===== src/rtl/sys_bus_pkg.sv =====
// Address-map defaults, I/O page offsets, STATUS/CTRL bit positions and region decode shared by the bus stage.
package sys_bus_pkg;

  localparam logic [15:0] RAM_TOP_DEF  = 16'h7FFF;
  localparam logic [15:0] IO_BASE_DEF  = 16'h8000;
  localparam logic [15:0] ROM_BASE_DEF = 16'hC000;

  localparam logic [7:0] OFF_TXDATA    = 8'h00;
  localparam logic [7:0] OFF_STATUS    = 8'h01;
  localparam logic [7:0] OFF_RELOAD_LO = 8'h02;
  localparam logic [7:0] OFF_RELOAD_HI = 8'h03;
  localparam logic [7:0] OFF_CTRL      = 8'h04;
  localparam logic [7:0] OFF_ACK       = 8'h05;
  localparam logic [7:0] OFF_COUNT_LO  = 8'h06;
  localparam logic [7:0] OFF_COUNT_HI  = 8'h07;
  // Unmapped offset used as the "no I/O write this cycle" selector
  localparam logic [7:0] OFF_NONE      = 8'hFF;

  localparam int ST_FULL   = 0;
  localparam int ST_EMPTY  = 1;
  localparam int ST_FLAG   = 2;
  localparam int ST_OVF    = 3;
  localparam int CTRL_EN   = 0;
  localparam int CTRL_AUTO = 1;
  localparam int CTRL_IEN  = 2;

  typedef enum logic [1:0] {
    REG_RAM  = 2'd0,
    REG_ROM  = 2'd1,
    REG_IO   = 2'd2,
    REG_NONE = 2'd3
  } region_e;

  function automatic region_e decode_region(input logic [15:0] addr, input logic [15:0] ram_top,
                                            input logic [15:0] io_base, input logic [15:0] rom_base);
    region_e r;
    if (addr <= ram_top) r = REG_RAM;
    else if (addr >= rom_base) r = REG_ROM;
    else if (addr[15:8] == io_base[15:8]) r = REG_IO;
    else r = REG_NONE;
    return r;
  endfunction

endpackage


===== src/rtl/sys_bus_ctrl_if.sv =====
// Core-facing bus plus RAM/ROM and TX-consumer signals of the system bus stage.
interface sys_bus_ctrl_if;
  import sys_bus_pkg::*;

  logic [15:0] address;
  logic [7:0]  wdata;
  logic        read_en;
  logic [7:0]  rdata;
  logic        ram_cs;
  logic        ram_we;
  logic [7:0]  ram_rdata;
  logic        rom_cs;
  logic [7:0]  rom_rdata;
  logic [7:0]  tx_data;
  logic        tx_valid;
  logic        tx_ready;
  logic        irq;

  modport master (
    output address, wdata, read_en, ram_rdata, rom_rdata, tx_ready,
    input  rdata, ram_cs, ram_we, rom_cs, tx_data, tx_valid, irq
  );

  modport slave (
    input  address, wdata, read_en, ram_rdata, rom_rdata, tx_ready,
    output rdata, ram_cs, ram_we, rom_cs, tx_data, tx_valid, irq
  );
endinterface


===== src/rtl/tx_fifo.sv =====
// Debug transmit byte FIFO with registered head byte and sticky overflow on push-while-full.
module tx_fifo #(
  parameter int DEPTH = 4
) (
  input  logic       clk,
  input  logic       reset,
  input  logic       push_i,
  input  logic       pop_ready_i,
  input  logic       clr_ovf_i,
  input  logic [7:0] wdata_i,
  output logic [7:0] tx_data_o,
  output logic       tx_valid_o,
  output logic       full_o,
  output logic       empty_o,
  output logic [4:0] count_o,
  output logic       overflow_o
);
  localparam int AW = (DEPTH > 1) ? $clog2(DEPTH) : 1;
  localparam int CW = AW + 1;
  localparam logic [CW-1:0] DEPTH_C = CW'(DEPTH);

  logic [7:0]    mem_q [DEPTH];
  logic [AW-1:0] rd_ptr_q, rd_ptr_d, wr_ptr_q, wr_ptr_d;
  logic [CW-1:0] count_q, count_d;
  logic [7:0]    tx_data_q, tx_data_d;
  logic          tx_valid_q, ovf_q, ovf_d;
  logic          full_s, pop_s, push_acc_s;

  assign full_s     = (count_q == DEPTH_C);
  assign pop_s      = tx_valid_q & pop_ready_i;
  assign push_acc_s = push_i & (~full_s | pop_s);

  // Next pointers, occupancy, overflow and the head byte that tx_data will show next cycle
  always_comb begin
    rd_ptr_d  = rd_ptr_q;
    wr_ptr_d  = wr_ptr_q;
    count_d   = count_q;
    ovf_d     = ovf_q;
    tx_data_d = 8'h00;
    if (pop_s) rd_ptr_d = rd_ptr_q + AW'(1);
    else rd_ptr_d = rd_ptr_q;
    if (push_acc_s) wr_ptr_d = wr_ptr_q + AW'(1);
    else wr_ptr_d = wr_ptr_q;
    case ({push_acc_s, pop_s})
      2'b10:   count_d = count_q + CW'(1);
      2'b01:   count_d = count_q - CW'(1);
      default: count_d = count_q;
    endcase
    if (clr_ovf_i) ovf_d = 1'b0;
    else if (push_i & full_s & ~pop_s) ovf_d = 1'b1;
    else ovf_d = ovf_q;
    // A byte written into the slot that becomes the head must bypass the array
    if (count_d == {CW{1'b0}}) tx_data_d = 8'h00;
    else if (push_acc_s && (rd_ptr_d == wr_ptr_q)) tx_data_d = wdata_i;
    else tx_data_d = mem_q[rd_ptr_d];
  end

  // Control state and registered head byte
  always_ff @(posedge clk) begin
    if (reset) begin
      rd_ptr_q   <= {AW{1'b0}};
      wr_ptr_q   <= {AW{1'b0}};
      count_q    <= {CW{1'b0}};
      tx_data_q  <= 8'h00;
      tx_valid_q <= 1'b0;
      ovf_q      <= 1'b0;
    end else begin
      rd_ptr_q   <= rd_ptr_d;
      wr_ptr_q   <= wr_ptr_d;
      count_q    <= count_d;
      tx_data_q  <= tx_data_d;
      tx_valid_q <= (count_d != {CW{1'b0}});
      ovf_q      <= ovf_d;
    end
  end

  // Storage array
  always_ff @(posedge clk) begin
    if (push_acc_s) mem_q[wr_ptr_q] <= wdata_i;
  end

  assign tx_data_o  = tx_data_q;
  assign tx_valid_o = tx_valid_q;
  assign full_o     = full_s;
  assign empty_o    = ~tx_valid_q;
  assign count_o    = 5'(count_q);
  assign overflow_o = ovf_q;
endmodule


===== src/rtl/sys_bus_ctrl.sv =====
// System bus stage: RAM/ROM/I-O decode, read mux, TX FIFO and interval timer behind the 6502 core.
// Define SYS_BUS_TIMER_EN to build the timer; otherwise offsets 0x02-0x07 read 0 and irq is tied low.
module sys_bus_ctrl
  import sys_bus_pkg::*;
#(
  parameter int          FIFO_DEPTH = 4,
  parameter logic [15:0] IO_BASE    = IO_BASE_DEF,
  parameter logic [15:0] ROM_BASE   = ROM_BASE_DEF,
  parameter logic [15:0] RAM_TOP    = RAM_TOP_DEF
) (
  input logic           ph2,
  input logic           reset,
  sys_bus_ctrl_if.slave bus
);
  region_e    region_s;
  logic       io_wr_s;
  logic [7:0] off_s, wr_off_s, io_rd_s, timer_rd_s, status_s, tx_data_s;
  logic       fifo_full_s, fifo_empty_s, fifo_ovf_s, tx_valid_s, flag_s;
  logic [4:0] fifo_cnt_s;
  logic [3:0] cnt_sat_s;

  assign region_s = decode_region(bus.address, RAM_TOP, IO_BASE, ROM_BASE);
  assign off_s    = bus.address[7:0];
  assign io_wr_s  = (region_s == REG_IO) & ~bus.read_en;
  assign wr_off_s = io_wr_s ? off_s : OFF_NONE;

  assign bus.ram_cs = (region_s == REG_RAM);
  assign bus.rom_cs = (region_s == REG_ROM);
  assign bus.ram_we = (region_s == REG_RAM) & ~bus.read_en;

  tx_fifo #(.DEPTH(FIFO_DEPTH)) u_tx_fifo (
    .clk        (ph2),
    .reset      (reset),
    .push_i     (wr_off_s == OFF_TXDATA),
    .pop_ready_i(bus.tx_ready),
    .clr_ovf_i  (wr_off_s == OFF_STATUS),
    .wdata_i    (bus.wdata),
    .tx_data_o  (tx_data_s),
    .tx_valid_o (tx_valid_s),
    .full_o     (fifo_full_s),
    .empty_o    (fifo_empty_s),
    .count_o    (fifo_cnt_s),
    .overflow_o (fifo_ovf_s)
  );
  assign bus.tx_data  = tx_data_s;
  assign bus.tx_valid = tx_valid_s;

`ifdef SYS_BUS_TIMER_EN
  logic [15:0] reload_q, reload_d, tcount_q, tcount_d;
  logic [2:0]  ctrl_q, ctrl_d;
  logic        flag_q, flag_d, irq_q, fire_s;

  assign fire_s = ctrl_q[CTRL_EN] & (tcount_q == 16'h0000);

  // Countdown/expiry first, then CPU writes so a same-cycle write overrides; ACK cannot beat a set
  always_comb begin
    reload_d = reload_q;
    tcount_d = tcount_q;
    ctrl_d   = ctrl_q;
    flag_d   = flag_q;
    if (fire_s) begin
      flag_d = 1'b1;
      if (ctrl_q[CTRL_AUTO]) tcount_d = reload_q;
      else ctrl_d[CTRL_EN] = 1'b0;
    end else if (ctrl_q[CTRL_EN]) begin
      tcount_d = tcount_q - 16'h0001;
    end else begin
      tcount_d = tcount_q;
    end
    case (wr_off_s)
      OFF_RELOAD_LO: reload_d[7:0] = bus.wdata;
      OFF_RELOAD_HI: begin
        reload_d[15:8] = bus.wdata;
        tcount_d       = {bus.wdata, reload_q[7:0]};
      end
      OFF_CTRL:      ctrl_d = bus.wdata[2:0];
      OFF_ACK:       flag_d = fire_s;
      default:       flag_d = flag_d;
    endcase
  end

  // Timer registers; irq is derived from next-state so it is purely registered
  always_ff @(posedge ph2) begin
    if (reset) begin
      reload_q <= 16'h0000;
      tcount_q <= 16'h0000;
      ctrl_q   <= 3'b000;
      flag_q   <= 1'b0;
      irq_q    <= 1'b0;
    end else begin
      reload_q <= reload_d;
      tcount_q <= tcount_d;
      ctrl_q   <= ctrl_d;
      flag_q   <= flag_d;
      irq_q    <= flag_d & ctrl_d[CTRL_IEN];
    end
  end

  always_comb begin
    timer_rd_s = 8'h00;
    case (off_s)
      OFF_RELOAD_LO: timer_rd_s = reload_q[7:0];
      OFF_RELOAD_HI: timer_rd_s = reload_q[15:8];
      OFF_CTRL:      timer_rd_s = {5'b00000, ctrl_q};
      OFF_COUNT_LO:  timer_rd_s = tcount_q[7:0];
      OFF_COUNT_HI:  timer_rd_s = tcount_q[15:8];
      default:       timer_rd_s = 8'h00;
    endcase
  end

  assign flag_s  = flag_q;
  assign bus.irq = irq_q;
`else
  assign timer_rd_s = 8'h00;
  assign flag_s     = 1'b0;
  assign bus.irq    = 1'b0;
`endif

  assign cnt_sat_s = (fifo_cnt_s > 5'd15) ? 4'hF : fifo_cnt_s[3:0];
  assign status_s  = {cnt_sat_s, fifo_ovf_s, flag_s, fifo_empty_s, fifo_full_s};

  // I/O page read mux: registered state only
  always_comb begin
    io_rd_s = 8'h00;
    case (off_s)
      OFF_STATUS:    io_rd_s = status_s;
      OFF_RELOAD_LO,
      OFF_RELOAD_HI,
      OFF_CTRL,
      OFF_COUNT_LO,
      OFF_COUNT_HI:  io_rd_s = timer_rd_s;
      default:       io_rd_s = 8'h00;
    endcase
  end

  // Read data returned to the core
  always_comb begin
    bus.rdata = 8'hFF;
    case (region_s)
      REG_RAM: bus.rdata = bus.ram_rdata;
      REG_ROM: bus.rdata = bus.rom_rdata;
      REG_IO:  bus.rdata = io_rd_s;
      default: bus.rdata = 8'hFF;
    endcase
  end
endmodule


===== src/flat_wrapper.sv =====
// flat-port wrapper written by rule: the top's interface ports become plain ports
module sys_bus_ctrl_flat import sys_bus_pkg::*;
#(
  parameter int          FIFO_DEPTH = 4,
  parameter logic [15:0] IO_BASE    = IO_BASE_DEF,
  parameter logic [15:0] ROM_BASE   = ROM_BASE_DEF,
  parameter logic [15:0] RAM_TOP    = RAM_TOP_DEF
)
  (ph2, reset, bus_address, bus_wdata, bus_read_en, bus_ram_rdata, bus_rom_rdata, bus_tx_ready, bus_rdata, bus_ram_cs, bus_ram_we, bus_rom_cs, bus_tx_data, bus_tx_valid, bus_irq);
  sys_bus_ctrl_if bus_i ();
  input logic ph2;
  input logic reset;
  input wire logic [$bits(bus_i.address)-1:0] bus_address;
  input wire logic [$bits(bus_i.wdata)-1:0] bus_wdata;
  input wire logic [$bits(bus_i.read_en)-1:0] bus_read_en;
  input wire logic [$bits(bus_i.ram_rdata)-1:0] bus_ram_rdata;
  input wire logic [$bits(bus_i.rom_rdata)-1:0] bus_rom_rdata;
  input wire logic [$bits(bus_i.tx_ready)-1:0] bus_tx_ready;
  output wire logic [$bits(bus_i.rdata)-1:0] bus_rdata;
  output wire logic [$bits(bus_i.ram_cs)-1:0] bus_ram_cs;
  output wire logic [$bits(bus_i.ram_we)-1:0] bus_ram_we;
  output wire logic [$bits(bus_i.rom_cs)-1:0] bus_rom_cs;
  output wire logic [$bits(bus_i.tx_data)-1:0] bus_tx_data;
  output wire logic [$bits(bus_i.tx_valid)-1:0] bus_tx_valid;
  output wire logic [$bits(bus_i.irq)-1:0] bus_irq;
  assign bus_i.address = bus_address;
  assign bus_i.wdata = bus_wdata;
  assign bus_i.read_en = bus_read_en;
  assign bus_i.ram_rdata = bus_ram_rdata;
  assign bus_i.rom_rdata = bus_rom_rdata;
  assign bus_i.tx_ready = bus_tx_ready;
  assign bus_rdata = bus_i.rdata;
  assign bus_ram_cs = bus_i.ram_cs;
  assign bus_ram_we = bus_i.ram_we;
  assign bus_rom_cs = bus_i.rom_cs;
  assign bus_tx_data = bus_i.tx_data;
  assign bus_tx_valid = bus_i.tx_valid;
  assign bus_irq = bus_i.irq;
  sys_bus_ctrl #(.FIFO_DEPTH(FIFO_DEPTH), .IO_BASE(IO_BASE), .ROM_BASE(ROM_BASE), .RAM_TOP(RAM_TOP)) u_core (.ph2(ph2), .reset(reset), .bus(bus_i));
endmodule

===== config.mk =====
export PLATFORM = sky130hd
export DESIGN_NAME = sys_bus_ctrl_flat
export DESIGN_NICKNAME = d
export VERILOG_FILES = /design/src/rtl/sys_bus_pkg.sv /design/src/rtl/sys_bus_ctrl_if.sv /design/src/rtl/tx_fifo.sv /design/src/rtl/sys_bus_ctrl.sv /design/src/flat_wrapper.sv
export SDC_FILE = /design/constraint.sdc
export NUM_CORES = 1
export LEC_CHECK = 0
export ABC_AREA = 1
export CAP_MARGIN = 30
export CORE_MARGIN = 2
export CORE_UTILIZATION = 52
export DETAILED_ROUTE_END_ITERATION = 8
export PLACE_DENSITY = 0.85
export SYNTH_ARGS = -nofsm -noshare
export SYNTH_HDL_FRONTEND = slang
export SYNTH_SLANG_ARGS = --single-unit

===== constraint.sdc =====
create_clock -name ph2 -period 3.94 [get_ports ph2]
set_input_delay 0.788 -clock ph2 [delete_from_list [all_inputs] [get_ports ph2]]
set_output_delay 0.788 -clock ph2 [all_outputs]
set_load 0.01 [all_outputs]

==> results.cfg <==
[pwr]
p_sw_mw = 0.483
p_int_mw = 0.978
clockPowerShare = 0.201
p_per_area_nw_per_um2 = 462
ir_drop_v = 0.000306
fin_total_pwr_mw = 1.46
cellLeakagePower_nw = 1.33
seqPwrFrac = 0.436
swShare = 0.331
p_comb_frac = 0.364

[run_status]
status = finished, final reports clean

[clock_network]
cts_hold_buf = 0
clkLatencyLatePin_ns = 0.30
cts_made_buffers = 5
post_cts_buffers = 0
cts_buffer_depth = 2
cts_resized = 0
tritoncts = yes
cts_htree_levels = 2
clockRootBuffer = clkbuf_8
clock-sinks = 49
cts.reportedPaths.clkPinSlew_ns = 0.08

[route]
ant_nets = 0
drt-initial-drc-count = 138
vias = 1958
dr.pass1.iters = 4
drc_errors = 0
viasPerCell = 5.17
wirelength_um = 5350
wl_per_cell_um = 14.1

[floorplan]
initial_core_util = 0.544
core_area_sq_um = 4380
dieArea_sq_um = 5140
rows = 24
die_h_um = 71.7
die_w_um = 71.7
io_pins = 65

[setup_path]
critPathArrivalTime_ns = 2.77
r2r_start = u_core.u_tx_fifo.tx_valid_o
r2r_cells = 11
cp-end-kind = primary output
rrSetupSlack_ns = 1.72
r2r-end = u_core.u_tx_fifo.tx_data_o[6]
start_kind = primary input
critPathRequiredTime_ns = 3.15
crit_type = primary input to primary output
worst-path-max-fanout = 11

[sta]
slew_headroom = 0.540
final.setup.tns_ns = 0
tightest_slew_ns = 0.688
slew_violations = 0
setup_ws_ns = 0.387
period_share = 0.902
setup_viol = 0
max_freq_mhz = 281
rsz0062_at_grt = no
fin_crit_ns = 3.55
fin_worst_skew_ns = 0.00723
hold_viol = 0

[finish]
final.fill_count = 343
drive_gt1_frac = 0.0979
fin_cells = 379
syn_to_final_growth_pct = 32.9
fin_nets = 375
antenna-diode-count = 0

[placement]
portBuffers = 63
detailedPlace.worstSlack_ns = 0.386
hpwlAfterDp_um = 3980
placed_cells_incl_taps = 371
gp_congestion = 0.859

[global_routing]
grt_max_degree = 20
gr-total-overflow = 0
grt_pass1_wl_um = 8890
grt_pass1_vias = 1951
antenna_found_initial = 0
grt_use_total = 0.225

[min_path]
hold_class = flop to flop
worstHoldEndpoint = u_core.u_tx_fifo.overflow_o
worstHoldStart = u_core.u_tx_fifo.overflow_o
whs_path_depth = 2

[synthesis]
synth_area_per_cell_sq_um = 9.27
yosysUniqueCellTypes = 33
ys_warn_count = 0
synth_seq_cells = 49
ys_seq_area_frac = 0.546
synthesis.area_sq_um = 2380
synth_fp_nets = 306
syn_inst = 257

[job]
max-cap-violations = 0
[critical path: stages]
cell             delay (ns)
clkdlybuf4s50_1        0.51
inv_1                  0.17
nor2_1                 0.16
nand3_1                0.13
nor2_1                 0.19
inv_1                  0.10
o21ai_0                0.16
clkdlybuf4s50_1        0.56
[worst max path at each step]
stage / start / to / slack (ns)
after CTS: bus_address[15] / bus_rdata[5] / 0.38
after detailed placement: bus_address[15] / bus_rdata[5] / 0.39
after global routing: bus_address[15] / bus_rdata[4] / 0.18
final: bus_address[15] / bus_rdata[5] / 0.39
after floorplan: bus_address[15] / bus_rdata[1] / 1.32
after global placement: bus_address[15] / bus_rdata[4] / 0.44
[power by group through the flow]
stage | clock network [mW] | registers (mW) | logic [mW]
floorplan | 0 | 0.668 | 0.285
global placement | 0 | 0.645 | 0.515
detailed placement | 0 | 0.650 | 0.531
CTS | 0.298 | 0.639 | 0.534
global route | 0.321 | 0.644 | 0.588
finish | 0.293 | 0.637 | 0.532
[through the flow]
step	cell area (sq um)	util	hold slack (ns)
global placement	3080	0.703	0.512
detailed placement	3080	0.703	0.530
floorplan	2380	-	0.486
CTS	3170	0.722	0.549
finish	3170	0.722	0.546
global route	3170	0.722	0.584
[metal layers]
metal / share of wire / vias up / track usage
li1: - / 987 / -
met1: 0.44 / 892 / 0.279
met2: 0.48 / 71 / 0.377
met3: 0.076 / 8 / 0.0591
met4: 0.012 / 0 / 0.0860
met5: 0 / - / 0
[cell usage in the layout, fill, tap and decap left out]
| cell | count |
|---|---|
| nand2_1 | 26 |
| inv_2 | 1 |
| nor2_4 | 2 |
| o22ai_1 | 8 |
| buf_4 | 5 |
| inv_4 | 1 |
| clkinv_2 | 1 |
| inv_6 | 1 |
| o21ai_0 | 22 |
| nor3_1 | 3 |
| o21ai_2 | 8 |
| clkbuf_8 | 5 |
| a22oi_1 | 1 |
| edfxtp_1 | 32 |
| a221o_1 | 2 |
| clkdlybuf4s50_1 | 63 |
| nor2_1 | 43 |
| dfxtp_1 | 17 |
| xor2_1 | 2 |
| clkbuf_1 | 1 |
| xor2_2 | 1 |
| nand4_1 | 1 |
| conb_1 | 1 |
| fa_1 | 1 |
| a31oi_1 | 1 |
| inv_1 | 46 |
| nand3_2 | 1 |
| nand4_2 | 1 |
| a221oi_1 | 4 |
| a21oi_1 | 5 |
| nand3_1 | 12 |
| nor2_2 | 2 |
| ha_1 | 4 |
| nand2_4 | 3 |
[cell usage after synthesis]
master     n  share of area
inv_2      1         0.0016
nand4_2    1         0.0052
nand2_1   26          0.041
nor3_1     3         0.0063
ha_1       4          0.021
o22ai_1    8          0.021
xor2_1     2         0.0074
nor2_1    43          0.068
buf_2      1         0.0021
fa_1       1         0.0084
nand2_4    3          0.014
dfxtp_1   17           0.14
a22oi_1    1         0.0032
a221oi_1   4          0.015
inv_1     46          0.072
conb_1     1         0.0016
o21ai_2    8          0.029
a21oi_1    5          0.010
inv_4      1         0.0026
a31oi_1    1         0.0026
nor2_2     2         0.0052
nand3_1   12          0.025
nand3_2    1         0.0042
nand4_1    1         0.0026
clkbuf_2   1         0.0021
clkbuf_1   2         0.0032
o21ai_0   22          0.046
a221o_1    2         0.0084
edfxtp_1  32           0.40
xor2_2     1         0.0068
nor2_4     2         0.0094
buf_6      1         0.0047
buf_4      1         0.0032
[final cells by class]
type,count,area [sq um],share of cell area
clock inverter,2,13.8,0.00435
timing repair buffer,68,668,0.211
clock buffer,6,72.6,0.0229
sequential,49,1300,0.411
inverter,48,183,0.0577
multi-input combinational,154,863,0.273
tap,52,65.1,0.0205
[cells by family after synthesis]
kind of cell	Yosys count	share of synthesized area
AO/OA/AOI/OAI	51	0.136
XOR/XNOR	3	0.0142
adder cells (fa/ha/maj)	5	0.0294
buffers and inverters	54	0.0919
flip-flops	49	0.546
other	1	0.00157
AND/OR/NAND/NOR	94	0.181
[sequential cells by signal, summed over array words and instances, names as in the netlist]
| name | flops |
|---|---|
| u_core.u_tx_fifo.count_q | 3 |
| u_core.u_tx_fifo.mem_q | 32 |
| u_core.u_tx_fifo.overflow_o | 1 |
| u_core.u_tx_fifo.rd_ptr_q | 2 |
| u_core.u_tx_fifo.tx_data_o | 8 |
| u_core.u_tx_fifo.tx_valid_o | 1 |
| u_core.u_tx_fifo.wr_ptr_q | 2 |
Power figures use the tool's default switching activity.
